$ cat config.mk
export PLATFORM = sky130hd
export DESIGN_NAME = sd_drive_arbiter
export DESIGN_NICKNAME = d
export VERILOG_FILES = /design/src/rtl/sd_arb_pkg.sv /design/src/rtl/rr_pick.sv /design/src/rtl/sd_drive_arbiter.sv
export SDC_FILE = /design/constraint.sdc
export NUM_CORES = 1
export LEC_CHECK = 0
export BUFFER_PORTS_ARGS = -buffer_cell sky130_fd_sc_hd__clkbuf_2
export CELL_PAD_IN_SITES_DETAIL_PLACEMENT = 0
export CELL_PAD_IN_SITES_GLOBAL_PLACEMENT = 2
export CORE_MARGIN = 2
export CORE_UTILIZATION = 19
export CTS_CLUSTER_DIAMETER = 50
export DETAILED_ROUTE_END_ITERATION = 8
export MAX_ROUTING_LAYER = met4
export PLACE_DENSITY = 0.78
export SLEW_MARGIN = 25
export SYNTH_ARGS = -nofsm -noshare
export SYNTH_HDL_FRONTEND = slang
export SYNTH_SLANG_ARGS = --single-unit
$ cat constraint.sdc
create_clock -name clk_sys -period 2.7 [get_ports clk_sys]
set_clock_uncertainty 0.05 [all_clocks]
set_input_delay 0.27 -clock clk_sys [delete_from_list [all_inputs] [get_ports clk_sys]]
set_output_delay 0.27 -clock clk_sys [all_outputs]
set_load 0.01 [all_outputs]
$ cat src/rtl/sd_arb_pkg.sv
// sd_arb_pkg: shared types and defaults for the SD drive arbiter.
//   arb_state_e    - arbiter FSM states
//   DEF_NBDRIV     - default number of virtual drives
//   DEF_LBA_W      - default sector address width
//   DEF_TMO_W      - default timeout counter width
//   IDX_W          - width of drive index / grant / round-robin pointer (up to 8 drives)
//   wrap_inc()     - next round-robin pointer after a given drive
package sd_arb_pkg;

    typedef enum logic [1:0] {
        IDLE = 2'd0,
        REQ  = 2'd1,
        XFER = 2'd2,
        DONE = 2'd3
    } arb_state_e;

    localparam int DEF_NBDRIV = 4;
    localparam int DEF_LBA_W  = 32;
    localparam int DEF_TMO_W  = 24;
    localparam int IDX_W      = 3;

    // Pointer to the drive after i, wrapping at n drives.
    function automatic logic [IDX_W-1:0] wrap_inc(input logic [IDX_W-1:0] i, input int n);
        logic [IDX_W-1:0] r;
        if (int'(i) >= n - 1) r = '0;
        else                  r = i + 1'b1;
        return r;
    endfunction

endpackage

$ cat src/rtl/rr_pick.sv
// rr_pick: combinational round-robin first-set finder.
//   req - request vector (N bits)
//   ptr - index where the scan starts; the scan wraps past N-1 back to 0
//   idx - first set request found from ptr upward
//   vld - at least one request is set
module rr_pick #(
    parameter int N  = 4,
    parameter int IW = 3
) (
    input  logic [N-1:0]  req,
    input  logic [IW-1:0] ptr,
    output logic [IW-1:0] idx,
    output logic          vld
);

    // Scan offset k from ptr; lane m sits at offset k when ptr == (m - k) mod N.
    // All indices are loop constants, so this unrolls to a plain priority tree.
    always_comb begin
        idx = '0;
        vld = 1'b0;
        for (int k = 0; k < N; k++) begin
            for (int m = 0; m < N; m++) begin
                if (!vld && req[m] && (ptr == IW'((m - k + N) % N))) begin
                    vld = 1'b1;
                    idx = IW'(m);
                end
            end
        end
    end

endmodule

$ cat src/rtl/sd_drive_arbiter.sv
// sd_drive_arbiter: round-robin arbiter between NBDRIV virtual-disk clients
// and the hps_io SD block-transfer port.
//   clk_sys, reset_n        - clock, async active-low reset
//   drv_lba/drv_rd/drv_wr   - per-drive level requests (held until done/err)
//   drv_buff_din            - per-drive write data, passed straight to sd_buff_din
//   drv_ack/drv_buff_wr     - sd_ack / sd_buff_wr routed to the granted drive only
//   drv_done/drv_err        - one-cycle completion / failure pulses
//   img_mounted/img_size    - mount (size != 0) and unmount (size == 0) pulses
//   sd_lba/sd_rd/sd_wr      - latched LBA on every lane, one-hot request
//   sd_ack/sd_buff_wr       - hps_io acknowledge and buffer write strobe
//   busy/grant              - FSM not idle, current or last served drive
module sd_drive_arbiter
    import sd_arb_pkg::*;
#(
    parameter int NBDRIV = DEF_NBDRIV,
    parameter int LBA_W  = DEF_LBA_W,
    parameter int TMO_W  = DEF_TMO_W
) (
    input  logic                           clk_sys,
    input  logic                           reset_n,
    input  logic [NBDRIV-1:0][LBA_W-1:0]   drv_lba,
    input  logic [NBDRIV-1:0]              drv_rd,
    input  logic [NBDRIV-1:0]              drv_wr,
    input  logic [NBDRIV-1:0][7:0]         drv_buff_din,
    output logic [NBDRIV-1:0]              drv_ack,
    output logic [NBDRIV-1:0]              drv_buff_wr,
    output logic [NBDRIV-1:0]              drv_done,
    output logic [NBDRIV-1:0]              drv_err,
    input  logic [NBDRIV-1:0]              img_mounted,
    input  logic [63:0]                    img_size,
    output logic [NBDRIV-1:0][LBA_W-1:0]   sd_lba,
    output logic [NBDRIV-1:0]              sd_rd,
    output logic [NBDRIV-1:0]              sd_wr,
    input  logic [NBDRIV-1:0]              sd_ack,
    input  logic                           sd_buff_wr,
    output logic [NBDRIV-1:0][7:0]         sd_buff_din,
    output logic                           busy,
    output logic [2:0]                     grant
);

    arb_state_e         state_q, state_d;
    logic [IDX_W-1:0]   grant_q, ptr_q, pick_idx;
    logic               pick_vld;
    logic [NBDRIV-1:0]  pend, pick_vec, gvec, mounted_q, err_q, mount_set, mount_clr;
    logic [LBA_W-1:0]   lba_q, pick_lba;
    logic               op_wr_q, req_q, abort_q;
    logic [TMO_W-1:0]   tmo_q;
    logic               pick_mounted, pick_rd, mount_evt, ack_g, g_unmount;
    logic               tmo_sat, tmo_err, route;

    // A drive whose error pulse is showing is masked for that cycle so a
    // client dropping its request on the pulse is not re-flagged.
    assign pend = (drv_rd | drv_wr) & ~err_q;

    rr_pick #(.N(NBDRIV), .IW(IDX_W)) u_pick (
        .req (pend),
        .ptr (ptr_q),
        .idx (pick_idx),
        .vld (pick_vld)
    );

    always_comb begin
        mount_set    = img_mounted & {NBDRIV{img_size != 64'd0}};
        mount_clr    = img_mounted & {NBDRIV{img_size == 64'd0}};
        // Any mount activity defers arbitration one cycle so the request is
        // judged against the updated mounted flags.
        mount_evt    = |img_mounted;
        pick_mounted = |(pick_vec & mounted_q);
        pick_rd      = |(pick_vec & drv_rd);
        ack_g        = |(sd_ack & gvec);
        g_unmount    = |(mount_clr & gvec);
        tmo_sat      = &tmo_q;
        tmo_err      = (state_q == REQ) && tmo_sat && !ack_g;
        route        = (state_q == REQ) || (state_q == XFER);
        pick_lba     = '0;
        for (int i = 0; i < NBDRIV; i++) begin
            if (pick_vec[i]) pick_lba = drv_lba[i];
        end
    end

    always_comb begin
        state_d = state_q;
        unique case (state_q)
            IDLE: if (pick_vld && !mount_evt && pick_mounted) state_d = REQ;
            REQ: begin
                if (ack_g)        state_d = XFER;
                else if (tmo_sat) state_d = IDLE;
            end
            XFER: if (!ack_g) state_d = DONE;
            DONE: state_d = IDLE;
            default: state_d = IDLE;
        endcase
    end

    always_ff @(posedge clk_sys or negedge reset_n) begin
        if (!reset_n) begin
            state_q   <= IDLE;
            grant_q   <= '0;
            ptr_q     <= '0;
            lba_q     <= '0;
            op_wr_q   <= 1'b0;
            req_q     <= 1'b0;
            abort_q   <= 1'b0;
            tmo_q     <= '0;
            err_q     <= '0;
            mounted_q <= '0;
        end else begin
            state_q   <= state_d;
            mounted_q <= (mounted_q | mount_set) & ~mount_clr;
            err_q     <= '0;
            unique case (state_q)
                IDLE: begin
                    if (pick_vld && !mount_evt) begin
                        if (!pick_mounted) begin
                            err_q <= pick_vec;
                            ptr_q <= wrap_inc(pick_idx, NBDRIV);
                        end else begin
                            grant_q <= pick_idx;
                            lba_q   <= pick_lba;
                            op_wr_q <= !pick_rd;   // read wins; write stays pending
                            req_q   <= 1'b1;
                            abort_q <= 1'b0;
                            tmo_q   <= '0;
                        end
                    end
                end
                REQ: begin
                    if (!tmo_sat) tmo_q <= tmo_q + 1'b1;
                    if (ack_g || tmo_sat) req_q <= 1'b0;
                    if (tmo_sat && !ack_g) ptr_q <= wrap_inc(grant_q, NBDRIV);
                end
                XFER: ;
                DONE: ptr_q <= wrap_inc(grant_q, NBDRIV);
                default: ;
            endcase
            // hps_io cannot be cancelled: an unmount only withdraws the request
            // and turns the eventual completion into an error.
            if (route && g_unmount) begin
                abort_q <= 1'b1;
                req_q   <= 1'b0;
            end
        end
    end

    for (genvar i = 0; i < NBDRIV; i++) begin : g_lane
        assign gvec[i]        = (grant_q == IDX_W'(i));
        assign pick_vec[i]    = (pick_idx == IDX_W'(i));
        assign sd_lba[i]      = lba_q;
        assign sd_buff_din[i] = drv_buff_din[i];
        // The unmount term drops the request in the same cycle as the pulse.
        assign sd_rd[i]       = req_q & ~op_wr_q & gvec[i] & ~abort_q & ~mount_clr[i];
        assign sd_wr[i]       = req_q &  op_wr_q & gvec[i] & ~abort_q & ~mount_clr[i];
        assign drv_ack[i]     = route & gvec[i] & sd_ack[i];
        assign drv_buff_wr[i] = route & gvec[i] & sd_buff_wr;
        assign drv_done[i]    = (state_q == DONE) & ~abort_q & gvec[i];
        assign drv_err[i]     = err_q[i] | (gvec[i] & (tmo_err | ((state_q == DONE) & abort_q)));
    end

    assign busy  = (state_q != IDLE);
    assign grant = grant_q;

endmodule
==> flow_metrics.env <==
export IMPL_status="completed"
export IMPL_relSlewSlack_pct=49.09
export IMPL_drt_total_wl_um=24610
export IMPL_hold_viol_final=0
export IMPL_portBuffers=365
export IMPL_synth_warnings=0
export IMPL_antenna_found_initial=0
export IMPL_multiInputGateArea_um2=3456
export IMPL_vias_per_cell=4.547
export IMPL_start_util_pct=19.41
export IMPL_yosysSeqAreaShare_pct=30.61
export IMPL_seq_power_share_pct=22.6
export IMPL_drive_gt1_share_pct=54.93
export IMPL_crit_top_cell="a21oi_2"
export IMPL_r2r_start="err_q[3]"
export IMPL_r2r_end="tmo_q[13]"
export IMPL_cts_sinks=73
export IMPL_cp_end_kind="flop"
export IMPL_dpl_worst_slack_ns=-0.3177
export IMPL_syn_cell_area_um2=5967
export IMPL_netlist_instances=708
export IMPL_drcViolationCount=0
export IMPL_dp_hpwl_um=17450
export IMPL_rsz0062_at_grt="true"
export IMPL_clk_latency_ns=0.34
export IMPL_required_ns=2.92
export IMPL_crit_chain="o21ba_4 > o32ai_2 > a211o_1 > inv_2 > ha_4 > a22oi_2 > a21oi_2 > a21boi_4 > buf_12 > or4_4 > a21oi_2"
export IMPL_worst_pin_slew_ns=0.7637
export IMPL_cp_start_kind="flop"
export IMPL_synthToLayoutAreaGrowth_pct=47.22
export IMPL_swShare_pct=46.01
export IMPL_synth_largest_area_cell="dfrtp_1"
export IMPL_io_pins=431
export IMPL_nFillCells=3336
export IMPL_finalNonFillerCells=1390
export IMPL_p_comb_share_pct=63.9
export IMPL_synthArstFlopShare_pct=100.0
export IMPL_grt_pass1_wl_um=34580
export IMPL_overflow=0
export IMPL_die_h_um=181.2
export IMPL_seqCellArea_um2=1827
export IMPL_clk_pin_slew_ns=0.06
export IMPL_dr_total_vias=6320
export IMPL_htree_levels=3
export IMPL_slowest_stage="or4_4"
export IMPL_reg2reg_depth=11
export IMPL_cellLeakagePower_nw=4.254
export IMPL_p_int_mw=5.242
export IMPL_postPlaceCellArea_um2=7599
export IMPL_period_needed_ns=2.694
export IMPL_slew_violations=0
export IMPL_path_delay_family="compound AO/OA/AOI/OAI gates"
export IMPL_crit_cells=11
export IMPL_synth_nets=965
export IMPL_first_iter_violations=250
export IMPL_firstDrtPassIters=4
export IMPL_power_mw=9.710
export IMPL_n_antenna_cell=0
export IMPL_track_usage_pct=13.76
export IMPL_grt_pass1_vias=5950
export IMPL_dp_cells=1350
export IMPL_synth_area_leaders="dfrtp_1 (31%), buf_4 (17%), a221oi_1 (4.6%)"
export IMPL_powerDensity_nw_per_um2=1105
export IMPL_final_setup_worst_slack_ns=0.006408
export IMPL_row_count=64
export IMPL_worstPathMaxFanout=10
export IMPL_ant_nets=0
export IMPL_cts_tree="done"
export IMPL_fmax_mhz=371.3
export IMPL_ir_drop_mv=0.4726
export IMPL_synth_distinct_cells=64
export IMPL_cts_root_buf="clkbuf_16"
export IMPL_dieArea_um2=32840
export IMPL_cts_buffer_depth=2
export IMPL_cts_made_buffers=9
export IMPL_die_width_um=181.2
export IMPL_p_switching_mw=4.468
export IMPL_r2r_setup_slack_ns=0.006
export IMPL_yosys_most_used_dff="dfrtp_1"
export IMPL_finalCritPeriodShare_pct=99.76
export IMPL_critPathKind="flop to flop"
export IMPL_cp_arrival_ns=2.91
export IMPL_final_nets=1246
export IMPL_synth_avg_cell_area_um2=8.428
export IMPL_core_region_area_um2=30750
export IMPL_cap_violations=0
export IMPL_synth_top_cell_area_share_pct=30.61
export IMPL_stdcell_area_um2=8785
export IMPL_path_buf_inv=2
export IMPL_crit_end="tmo_q[13]"
export IMPL_crit_start="err_q[3]"
export IMPL_routedWlPerCell_um=17.71
export IMPL_setup_viol=0
export IMPL_tns_ns=0
export IMPL_min_path_type="primary input to flop"
export IMPL_power_share_clock_pct=13.4
export IMPL_gp_congestion=0.7725
export IMPL_ys_ff_latch=73
export IMPL_synth_edf_count=0
export IMPL_grt_max_degree=74
export IMPL_worst_path_largest_cell_delay_ns=0.51
==> repair_timing <==
| item | in CTS | in global routing |
|---|---|---|
| cloned | 2 | 8 |
| setup buffers | 8 | 7 |
| endpoints found under the setup margin | 60 | 65 |
| pin swaps | 14 | 24 |
| hold endpoints to repair | 0 | 30 |
| gates resized for setup | 23 | 101 |
| hold buffers | 0 | 1 |
==> worst min-delay path by stage <==
stage | from | endpoint | slack (ns) | cells after the start
after floorplan | reset_n | abort_q | -0.08 | 0
after global placement | mounted_q[3] | mounted_q[3] | 0.45 | 1
after CTS | reset_n | lba_q[4] | 0.11 | 1
after global routing | drv_lba[116] | lba_q[20] | 0.17 | 3
after detailed placement | mounted_q[3] | mounted_q[3] | 0.45 | 1
final | drv_lba[123] | lba_q[27] | 0.16 | 3
==> cells by family after synthesis <==
group	share of synthesized area, %
flip-flops	30.61
AO/OA/AOI/OAI	22.33
multiplexers	1.426
AND/OR/NAND/NOR	22.67
adder cells (fa/ha/maj)	2.936
other	0.06285
buffers and inverters	19.96
==> sequential cells by signal (all words and copies together), names as in the netlist <==
name	count
abort_q	1
err_q	4
grant	2
lba_q	32
mounted_q	4
op_wr_q	1
ptr_q	2
req_q	1
state_q	2
tmo_q	24
==> synthesized netlist by cell type (3+ instances only) <==
cell type	instances
nor3_1	39
nand2_1	51
dfrtp_1	73
and3_1	26
o21ai_1	4
clkbuf_1	23
o21ai_0	43
mux2i_1	4
o21bai_1	3
a21oi_1	49
nand3_1	11
or4_1	8
nand4_1	14
o21a_1	11
and2_1	6
and4_1	3
o211ai_1	3
nor2_1	6
mux2_2	3
a22oi_1	6
inv_1	12
a21o_1	5
o31a_1	6
buf_4	132
o31ai_1	8
nor2b_1	34
or3_1	6
buf_2	10
a221oi_1	31
ha_1	14
nor4_1	20
==> placed cells by master, fill, tap and decap left out, types with 11 or more instances in the layout <==
cell type	count
dfrtp_1	73
a21oi_1	33
clkbuf_16	13
o21ai_0	24
nor2b_1	33
buf_6	13
clkbuf_2	364
nand4_1	14
o21a_1	11
nand2_1	50
nor3_1	29
a221oi_2	20
and3_1	26
nor4_1	20
o21ai_1	23
buf_4	43
a21oi_2	17
==> layer usage <==
metal,vias to the layer above,track usage (%),part of all wire (%)
met2,192,22.93,50
met3,18,2.459,4.6
met5,-,-,0
met4,0,3.480,1.1
li1,3055,-,-
met1,3055,17.21,44
==> power groups by stage <==
stage	clock network, mW	logic (mW)	registers (mW)
5_1_grt	1.39	6.77	2.28
4_1_cts	1.35	5.57	2.19
6_report	1.30	6.21	2.20
3_3_place_gp	0	5.14	2.19
2_1_floorplan	0	3.74	2.09
3_5_place_dp	0	5.15	2.21
==> stage by stage <==
| step | util [%] | hold slack [ns] |
|---|---|---|
| after detailed placement | 24.71 | 0.4460 |
| after global routing | 28.57 | 0.1688 |
| final | 28.57 | 0.1579 |
| after floorplan | - | -0.07559 |
| after CTS | 26.53 | 0.1147 |
| after global placement | 24.71 | 0.4534 |
==> cell type report <==
type	instances	share of cell area, %
Multi-Input combinational cell	456	39.34
Timing Repair Buffer	437	30.24
Clock buffer	13	2.735
Clock inverter	3	0.7406
Inverter	12	0.5127
Tap cell	396	5.640
Sequential cell	73	20.79
==> worst reg2reg max path: stages (launching register included) <==
cell and delay, ns:
dfrtp_1 0.39, o21ba_4 0.26, o32ai_2 0.07, a211o_1 0.36, inv_2 0.14, ha_4 0.15
a22oi_2 0.07, a21oi_2 0.21, a21boi_4 0.11, buf_12 0.15, or4_4 0.51, a21oi_2 0.14
No activity file was read; power rests on OpenSTA's default activity.
